`src/rtl/branch_predict_unit_pkg.sv`:
```
// branch_predict_unit_pkg: shared types and helpers for the fetch-stage branch predictor.
package branch_predict_unit_pkg;
   typedef enum logic {BP_INIT, BP_READY} bp_state_t;
   function automatic logic [31:0] sat_update(input logic [31:0] ctr, input logic taken, input int unsigned width);
      logic [31:0] max_v;
      max_v = (32'd1 << width) - 32'd1;
      return taken ? ((ctr == max_v) ? ctr : ctr + 32'd1) : ((ctr == 32'd0) ? ctr : ctr - 32'd1);
   endfunction
endpackage

```
`src/rtl/branch_predict_unit_bp_entry_ram.sv`:
```
// bp_entry_ram: unreset valid/tag/target/counter arrays with two async reads, one write and a valid-clear port.
module bp_entry_ram
   import branch_predict_unit_pkg::*;
#(
   parameter int ENTRIES  = 32,
   parameter int TAG_BITS = 8,
   parameter int CTR_BITS = 2,
   parameter int IDX_W    = $clog2(ENTRIES)
) (
   input  logic                clk,
   input  logic [IDX_W-1:0]    rd_a_idx,
   output logic                rd_a_valid,
   output logic [TAG_BITS-1:0] rd_a_tag,
   output logic [31:0]         rd_a_target,
   output logic [CTR_BITS-1:0] rd_a_ctr,
   input  logic [IDX_W-1:0]    rd_b_idx,
   output logic                rd_b_valid,
   output logic [TAG_BITS-1:0] rd_b_tag,
   output logic [31:0]         rd_b_target,
   output logic [CTR_BITS-1:0] rd_b_ctr,
   input  logic                wr_en,
   input  logic [IDX_W-1:0]    wr_idx,
   input  logic [TAG_BITS-1:0] wr_tag,
   input  logic [31:0]         wr_target,
   input  logic [CTR_BITS-1:0] wr_ctr,
   input  logic                clr_en,
   input  logic [IDX_W-1:0]    clr_idx
);
   logic [ENTRIES-1:0]  valid_q, valid_d;
   logic [TAG_BITS-1:0] tag_q [ENTRIES];
   logic [TAG_BITS-1:0] tag_d [ENTRIES];
   logic [31:0]         target_q [ENTRIES];
   logic [31:0]         target_d [ENTRIES];
   logic [CTR_BITS-1:0] ctr_q [ENTRIES];
   logic [CTR_BITS-1:0] ctr_d [ENTRIES];
   always_comb begin
      valid_d  = valid_q;
      tag_d    = tag_q;
      target_d = target_q;
      ctr_d    = ctr_q;
      if (wr_en) begin
         valid_d[wr_idx]  = 1'b1;
         tag_d[wr_idx]    = wr_tag;
         target_d[wr_idx] = wr_target;
         ctr_d[wr_idx]    = wr_ctr;
      end
      if (clr_en) valid_d[clr_idx] = 1'b0;
   end
   always_ff @(posedge clk) begin
      valid_q  <= valid_d;
      tag_q    <= tag_d;
      target_q <= target_d;
      ctr_q    <= ctr_d;
   end
   assign rd_a_valid  = valid_q[rd_a_idx];
   assign rd_a_tag    = tag_q[rd_a_idx];
   assign rd_a_target = target_q[rd_a_idx];
   assign rd_a_ctr    = ctr_q[rd_a_idx];
   assign rd_b_valid  = valid_q[rd_b_idx];
   assign rd_b_tag    = tag_q[rd_b_idx];
   assign rd_b_target = target_q[rd_b_idx];
   assign rd_b_ctr    = ctr_q[rd_b_idx];
endmodule

```
`src/rtl/branch_predict_unit.sv`:
```
// branch_predict_unit: tagged direct-mapped BTB with saturating counters and an invalidate sweep.
// Define BP_PERF_CNT_EN to add update/mispredict performance counters.
module branch_predict_unit
   import branch_predict_unit_pkg::*;
#(
   parameter int ENTRIES  = 32,
   parameter int CTR_BITS = 2,
   parameter int TAG_BITS = 8
) (
   input  logic        CLK,
   input  logic        RST_N,
   input  logic        Flush,
   input  logic [31:0] Lookup_PC,
   output logic        Hit,
   output logic        Predict_Taken,
   output logic [31:0] Predict_Target,
   output logic        Busy,
   input  logic        Update_En,
   input  logic [31:0] Update_PC,
   input  logic        Update_Taken,
`ifdef BP_PERF_CNT_EN
   input  logic        Update_Predicted,
   output logic [31:0] Perf_Updates,
   output logic [31:0] Perf_Mispredicts,
`endif
   input  logic [31:0] Update_Target
);
   localparam int IDX_W = $clog2(ENTRIES);
   localparam int TOP   = IDX_W + TAG_BITS + 1;
   bp_state_t           state_q, state_d;
   logic [IDX_W-1:0]    ptr_q, ptr_d;
   logic                rd_a_valid, rd_b_valid, up_hit, apply, wr_en;
   logic [TAG_BITS-1:0] rd_a_tag, rd_b_tag;
   logic [31:0]         rd_a_target, rd_b_target, wr_target;
   logic [CTR_BITS-1:0] rd_a_ctr, rd_b_ctr, ctr_sat, wr_ctr;
   logic                unused_pc;
   assign unused_pc = ^{Lookup_PC[1:0], Lookup_PC[31:TOP+1], Update_PC[1:0], Update_PC[31:TOP+1]};
   always_comb begin
      Busy           = state_q == BP_INIT;
      state_d        = (Flush || (Busy && ptr_q != IDX_W'(ENTRIES - 1))) ? BP_INIT : BP_READY;
      ptr_d          = (Flush || !Busy) ? '0 : ptr_q + IDX_W'(1);
      Hit            = !Busy && rd_a_valid && rd_a_tag == Lookup_PC[TOP:IDX_W+2];
      Predict_Taken  = Hit && rd_a_ctr[CTR_BITS-1];
      Predict_Target = Hit ? rd_a_target : '0;
      up_hit         = rd_b_valid && rd_b_tag == Update_PC[TOP:IDX_W+2];
      apply          = !Busy && Update_En && !Flush;
      ctr_sat        = CTR_BITS'(sat_update(32'(rd_b_ctr), Update_Taken, CTR_BITS));
      wr_en          = apply && (up_hit || Update_Taken);
      wr_ctr         = up_hit ? ctr_sat : CTR_BITS'(1 << (CTR_BITS - 1));
      wr_target      = (up_hit && !Update_Taken) ? rd_b_target : Update_Target;
   end
   always_ff @(posedge CLK or negedge RST_N) begin
      if (!RST_N) begin
         state_q <= BP_INIT;
         ptr_q   <= '0;
      end else begin
         state_q <= state_d;
         ptr_q   <= ptr_d;
      end
   end
   bp_entry_ram #(.ENTRIES(ENTRIES), .TAG_BITS(TAG_BITS), .CTR_BITS(CTR_BITS), .IDX_W(IDX_W)) u_ram (
      .clk         (CLK),
      .rd_a_idx    (Lookup_PC[IDX_W+1:2]),
      .rd_a_valid  (rd_a_valid),
      .rd_a_tag    (rd_a_tag),
      .rd_a_target (rd_a_target),
      .rd_a_ctr    (rd_a_ctr),
      .rd_b_idx    (Update_PC[IDX_W+1:2]),
      .rd_b_valid  (rd_b_valid),
      .rd_b_tag    (rd_b_tag),
      .rd_b_target (rd_b_target),
      .rd_b_ctr    (rd_b_ctr),
      .wr_en       (wr_en),
      .wr_idx      (Update_PC[IDX_W+1:2]),
      .wr_tag      (Update_PC[TOP:IDX_W+2]),
      .wr_target   (wr_target),
      .wr_ctr      (wr_ctr),
      .clr_en      (Busy),
      .clr_idx     (ptr_q)
   );
`ifdef BP_PERF_CNT_EN
   logic [31:0] upd_cnt_q, upd_cnt_d, mis_cnt_q, mis_cnt_d;
   always_comb begin
      upd_cnt_d = upd_cnt_q + 32'(apply);
      mis_cnt_d = mis_cnt_q + 32'(apply && Update_Predicted != Update_Taken);
   end
   always_ff @(posedge CLK or negedge RST_N) begin
      if (!RST_N) begin
         upd_cnt_q <= '0;
         mis_cnt_q <= '0;
      end else begin
         upd_cnt_q <= upd_cnt_d;
         mis_cnt_q <= mis_cnt_d;
      end
   end
   assign Perf_Updates     = upd_cnt_q;
   assign Perf_Mispredicts = mis_cnt_q;
`endif
endmodule
```
`config.mk`:
```
export PLATFORM = sky130hd
export DESIGN_NAME = branch_predict_unit
export DESIGN_NICKNAME = d
export VERILOG_FILES = /design/src/rtl/branch_predict_unit_pkg.sv /design/src/rtl/branch_predict_unit_bp_entry_ram.sv /design/src/rtl/branch_predict_unit.sv
export SDC_FILE = /design/constraint.sdc
export NUM_CORES = 2
export LEC_CHECK = 0
export CORE_ASPECT_RATIO = 2
export CORE_MARGIN = 5
export CORE_UTILIZATION = 40
export CTS_CLUSTER_DIAMETER = 60
export CTS_CLUSTER_SIZE = 40
export DETAILED_ROUTE_END_ITERATION = 8
export MAX_ROUTING_LAYER = met4
export PLACE_DENSITY_LB_ADDON = 0.3
export SLEW_MARGIN = 20
export SYNTH_ARGS = -nofsm -noshare
export SYNTH_HDL_FRONTEND = slang
export SYNTH_SLANG_ARGS = --single-unit
```
`constraint.sdc`:
```
create_clock -name CLK -period 8.7 [get_ports CLK]
set_clock_uncertainty 0.15 [all_clocks]
set_input_delay 0.87 -clock CLK [delete_from_list [all_inputs] [get_ports CLK]]
set_output_delay 0.87 -clock CLK [all_outputs]
set_load 0.01 [all_outputs]
```
==> results.sh <==
export IMPL_stdcell_area_mm2=0.06946
export IMPL_cpMaxStageDelayCell="clkdlybuf4s50_1"
export IMPL_ir_drop_mv=0.1993
export IMPL_slew_headroom=0.2654
export IMPL_drcViolationCount=0
export IMPL_power_leakage_nw=21.12
export IMPL_ys_flop_type="edfxtp_1"
export IMPL_synth_cell_type_count=50
export IMPL_tightest_slew_ns=1.099
export IMPL_synth_edf_count=1344
export IMPL_synth_top_area_frac=0.6340
export IMPL_crit_chain="clkdlybuf4s50_1, clkinv_1, nor3_2, buf_4, a22oi_1, nand4_1, nand3_1, nor4_4, a32oi_2, buf_4, nor2_4, buf_12"
export IMPL_path_class="primary input to flip-flop"
export IMPL_fp_dieW_um=292.1
export IMPL_yosysSeqAreaShare=0.6465
export IMPL_die_area_mm2=0.1677
export IMPL_syn_nets=3205
export IMPL_yosys_top_cells_count="1,344 x edfxtp_1, 708 x mux4_2, 154 x mux2i_1, 140 x a22oi_1, 130 x clkbuf_1"
export IMPL_min_path_type="primary input to asynchronous set/reset pin"
export IMPL_num_rows=207
export IMPL_critPathLaunchType="primary input"
export IMPL_syn_avg_cell_area_um2=20.54
export IMPL_rsz0062_at_grt="false"
export IMPL_period_share=0.7546
export IMPL_firstDrtPassIters=8
export IMPL_grt_util_all_layers=0.2371
export IMPL_hold_ws_ns=0.2528
export IMPL_cp_arrival_ns=6.80
export IMPL_numCtsBuffers=50
export IMPL_cts_max_level=2
export IMPL_drv_cap=0
export IMPL_drive_above_1_share=0.3154
export IMPL_drt_iter0_drc=3990
export IMPL_place_area_mm2=0.06758
export IMPL_setup_tns_ns=0
export IMPL_post_cts_buffers=0
export IMPL_vias_per_cell=6.573
export IMPL_maxClockFrequency_mhz=152.3
export IMPL_nNetsFinal=3225
export IMPL_slew_viol_final=0
export IMPL_powerDensity_mw_per_mm2=169.6
export IMPL_routed_wl_um=197700
export IMPL_yosysTopAreaCell="edfxtp_1"
export IMPL_fin_crit_ns=6.565
export IMPL_worstPathMaxFanout=28
export IMPL_synth_cells=3099
export IMPL_routabilityCongestion=0.8275
export IMPL_insertion_delay_ns=0.72
export IMPL_synth_warnings=0
export IMPL_antenna_found_initial=2
export IMPL_clock_sinks=1382
export IMPL_io_buffers=97
export IMPL_syn_to_final_growth_pct=9.117
export IMPL_grt_pass1_wl_um=275700
export IMPL_wl_per_cell_um=37.69
export IMPL_end_kind="flip-flop"
export IMPL_ant_nets=0
export IMPL_critPathMaxStageDelay_ns=1.14
export IMPL_finalSetupViolations=0
export IMPL_die_h_um=574.1
export IMPL_grt_pass1_vias=35972
export IMPL_final_core_util=0.4375
export IMPL_core_mm2=0.1588
export IMPL_status="complete, no violations"
export IMPL_grt_max_degree=98
export IMPL_tritoncts="yes"
export IMPL_overflow=0
export IMPL_postCtsHoldBufs=0
export IMPL_yosysMostFrequentCell="edfxtp_1"
export IMPL_vias=34473
export IMPL_async_reset_ff_frac=0.004342
export IMPL_initial_core_util=0.4009
export IMPL_clk_pin_slew_ns=0.13
export IMPL_cpMostUsedCell="buf_4"
export IMPL_hold_viol=0
export IMPL_reg2regPathDepth=9
export IMPL_cts_buffer_depth=3
export IMPL_required_ns=8.93
export IMPL_ios=136
export IMPL_ys_ff_latch=1382
export IMPL_dpl_hpwl_um=110200
export IMPL_cts_root_buf="clkbuf_16"
export IMPL_cts_resized=0
export IMPL_syn_area_mm2=0.06365
export IMPL_ys_top_cells_by_area="edfxtp_1 63%, mux4_2 25%, mux2i_1 2.4%"
[stage by stage]
step | setup WS (ns) | total power [mW] | cells
after CTS | 2.224 | 11.85 | 5242
after global routing | 1.951 | 12.11 | 5244
after global placement | 1.565 | 8.409 | 5157
after floorplan | 0.7916 | 8.089 | 3099
after detailed placement | 1.465 | 8.414 | 5157
final | 2.135 | 11.78 | 5245
[cell families after synthesis]
logic type | Yosys count | share of synthesized area
buffers and inverters | 279 | 0.01836
AO/OA/AOI/OAI | 272 | 0.02842
multiplexers | 894 | 0.2822
adder cells (fa/ha/maj) | 6 | 0.001140
XOR/XNOR | 15 | 0.002064
flip-flops | 1382 | 0.6465
AND/OR/NAND/NOR | 251 | 0.02139
[flip-flops by register name, indices dropped and copies added, names as in the netlist]
| register | count |
|---|---|
| u_ram.valid_q | 32 |
| ptr_q | 5 |
| u_ram.target_q | 1024 |
| u_ram.tag_q | 256 |
| state_q | 1 |
| u_ram.ctr_q | 64 |
[where the power goes]
| part | internal [mW] | switching (mW) | total [mW] |
|---|---|---|---|
| combinational | 0.417 | 0.553 | 0.970 |
| clock | 1.29 | 2.23 | 3.52 |
| sequential | 7.28 | 0.00227 | 7.28 |
| total | 8.99 | 2.79 | 11.8 |
[path summary, 6_finish.rpt]
check | startpoint | end | slack (ns)
max reg2reg | u_ram.tag_q[3]$_DFFE_PP_ | u_ram.target_q[572]$_DFFE_PP_ | 3.71
min reg2reg | u_ram.valid_q[26]$_DFF_P_ | u_ram.valid_q[26]$_DFF_P_ | 0.33
max in group asynchronous | RST_N | ptr_q[1]$_DFF_PN0_ | 7.91
min in group CLK | u_ram.valid_q[26]$_DFF_P_ | u_ram.valid_q[26]$_DFF_P_ | 0.33
min | RST_N | state_q$_DFF_PN0_ | 0.25
max | Update_PC[4] | u_ram.target_q[572]$_DFFE_PP_ | 2.14
[cell type report]
class / instances / area [um^2]
well taps: 2090 / 2615
flip-flops and latches: 1382 / 41150
repair buffers: 210 / 2028
diodes: 3 / 7.507
clock inverters: 32 / 543.0
inverters: 37 / 138.9
clock buffers: 53 / 1326
fillers: 13449 / 89310
multi-input cells: 1438 / 21650
[routing by layer]
metal,vias to the layer above,global-route usage,part of all wire
met2,1649,0.4139,0.53
met5,-,-,0
met1,18951,0.2853,0.35
li1,13502,-,-
met3,371,0.02495,0.068
met4,0,0.09103,0.048
[critical path: cells and delay by family]
family	cells	cell delay [ns]
AND/OR/NAND/NOR	5	2.28
AO/OA/AOI/OAI	2	0.64
buffers and inverters	5	2.91
[layout by cell type (no fill, tap or decap), types with 5 or more instances in the layout]
cell,Yosys,layout
a21oi_1,36,35
a22oi_1,140,140
and3_1,5,5
buf_12,0,15
buf_4,2,98
clkbuf_16,0,53
clkdlybuf4s50_1,0,89
clkinv_8,0,10
dfrtp_1,6,6
dfxtp_1,32,32
edfxtp_1,1344,1344
ha_1,5,5
inv_1,36,36
inv_8,0,5
mux2_4,30,30
mux2i_1,154,154
mux4_2,708,708
nand2_1,42,42
nand3_1,12,12
nand4_1,37,37
nor2_1,78,49
nor2_4,0,29
nor3_1,13,11
nor3b_1,6,6
nor4_1,26,18
nor4_2,1,8
o21ai_0,32,32
o22ai_1,56,56
or4bb_1,5,5
xnor2_1,8,8
xor2_1,7,7
(Power assumes the default switching activity.)
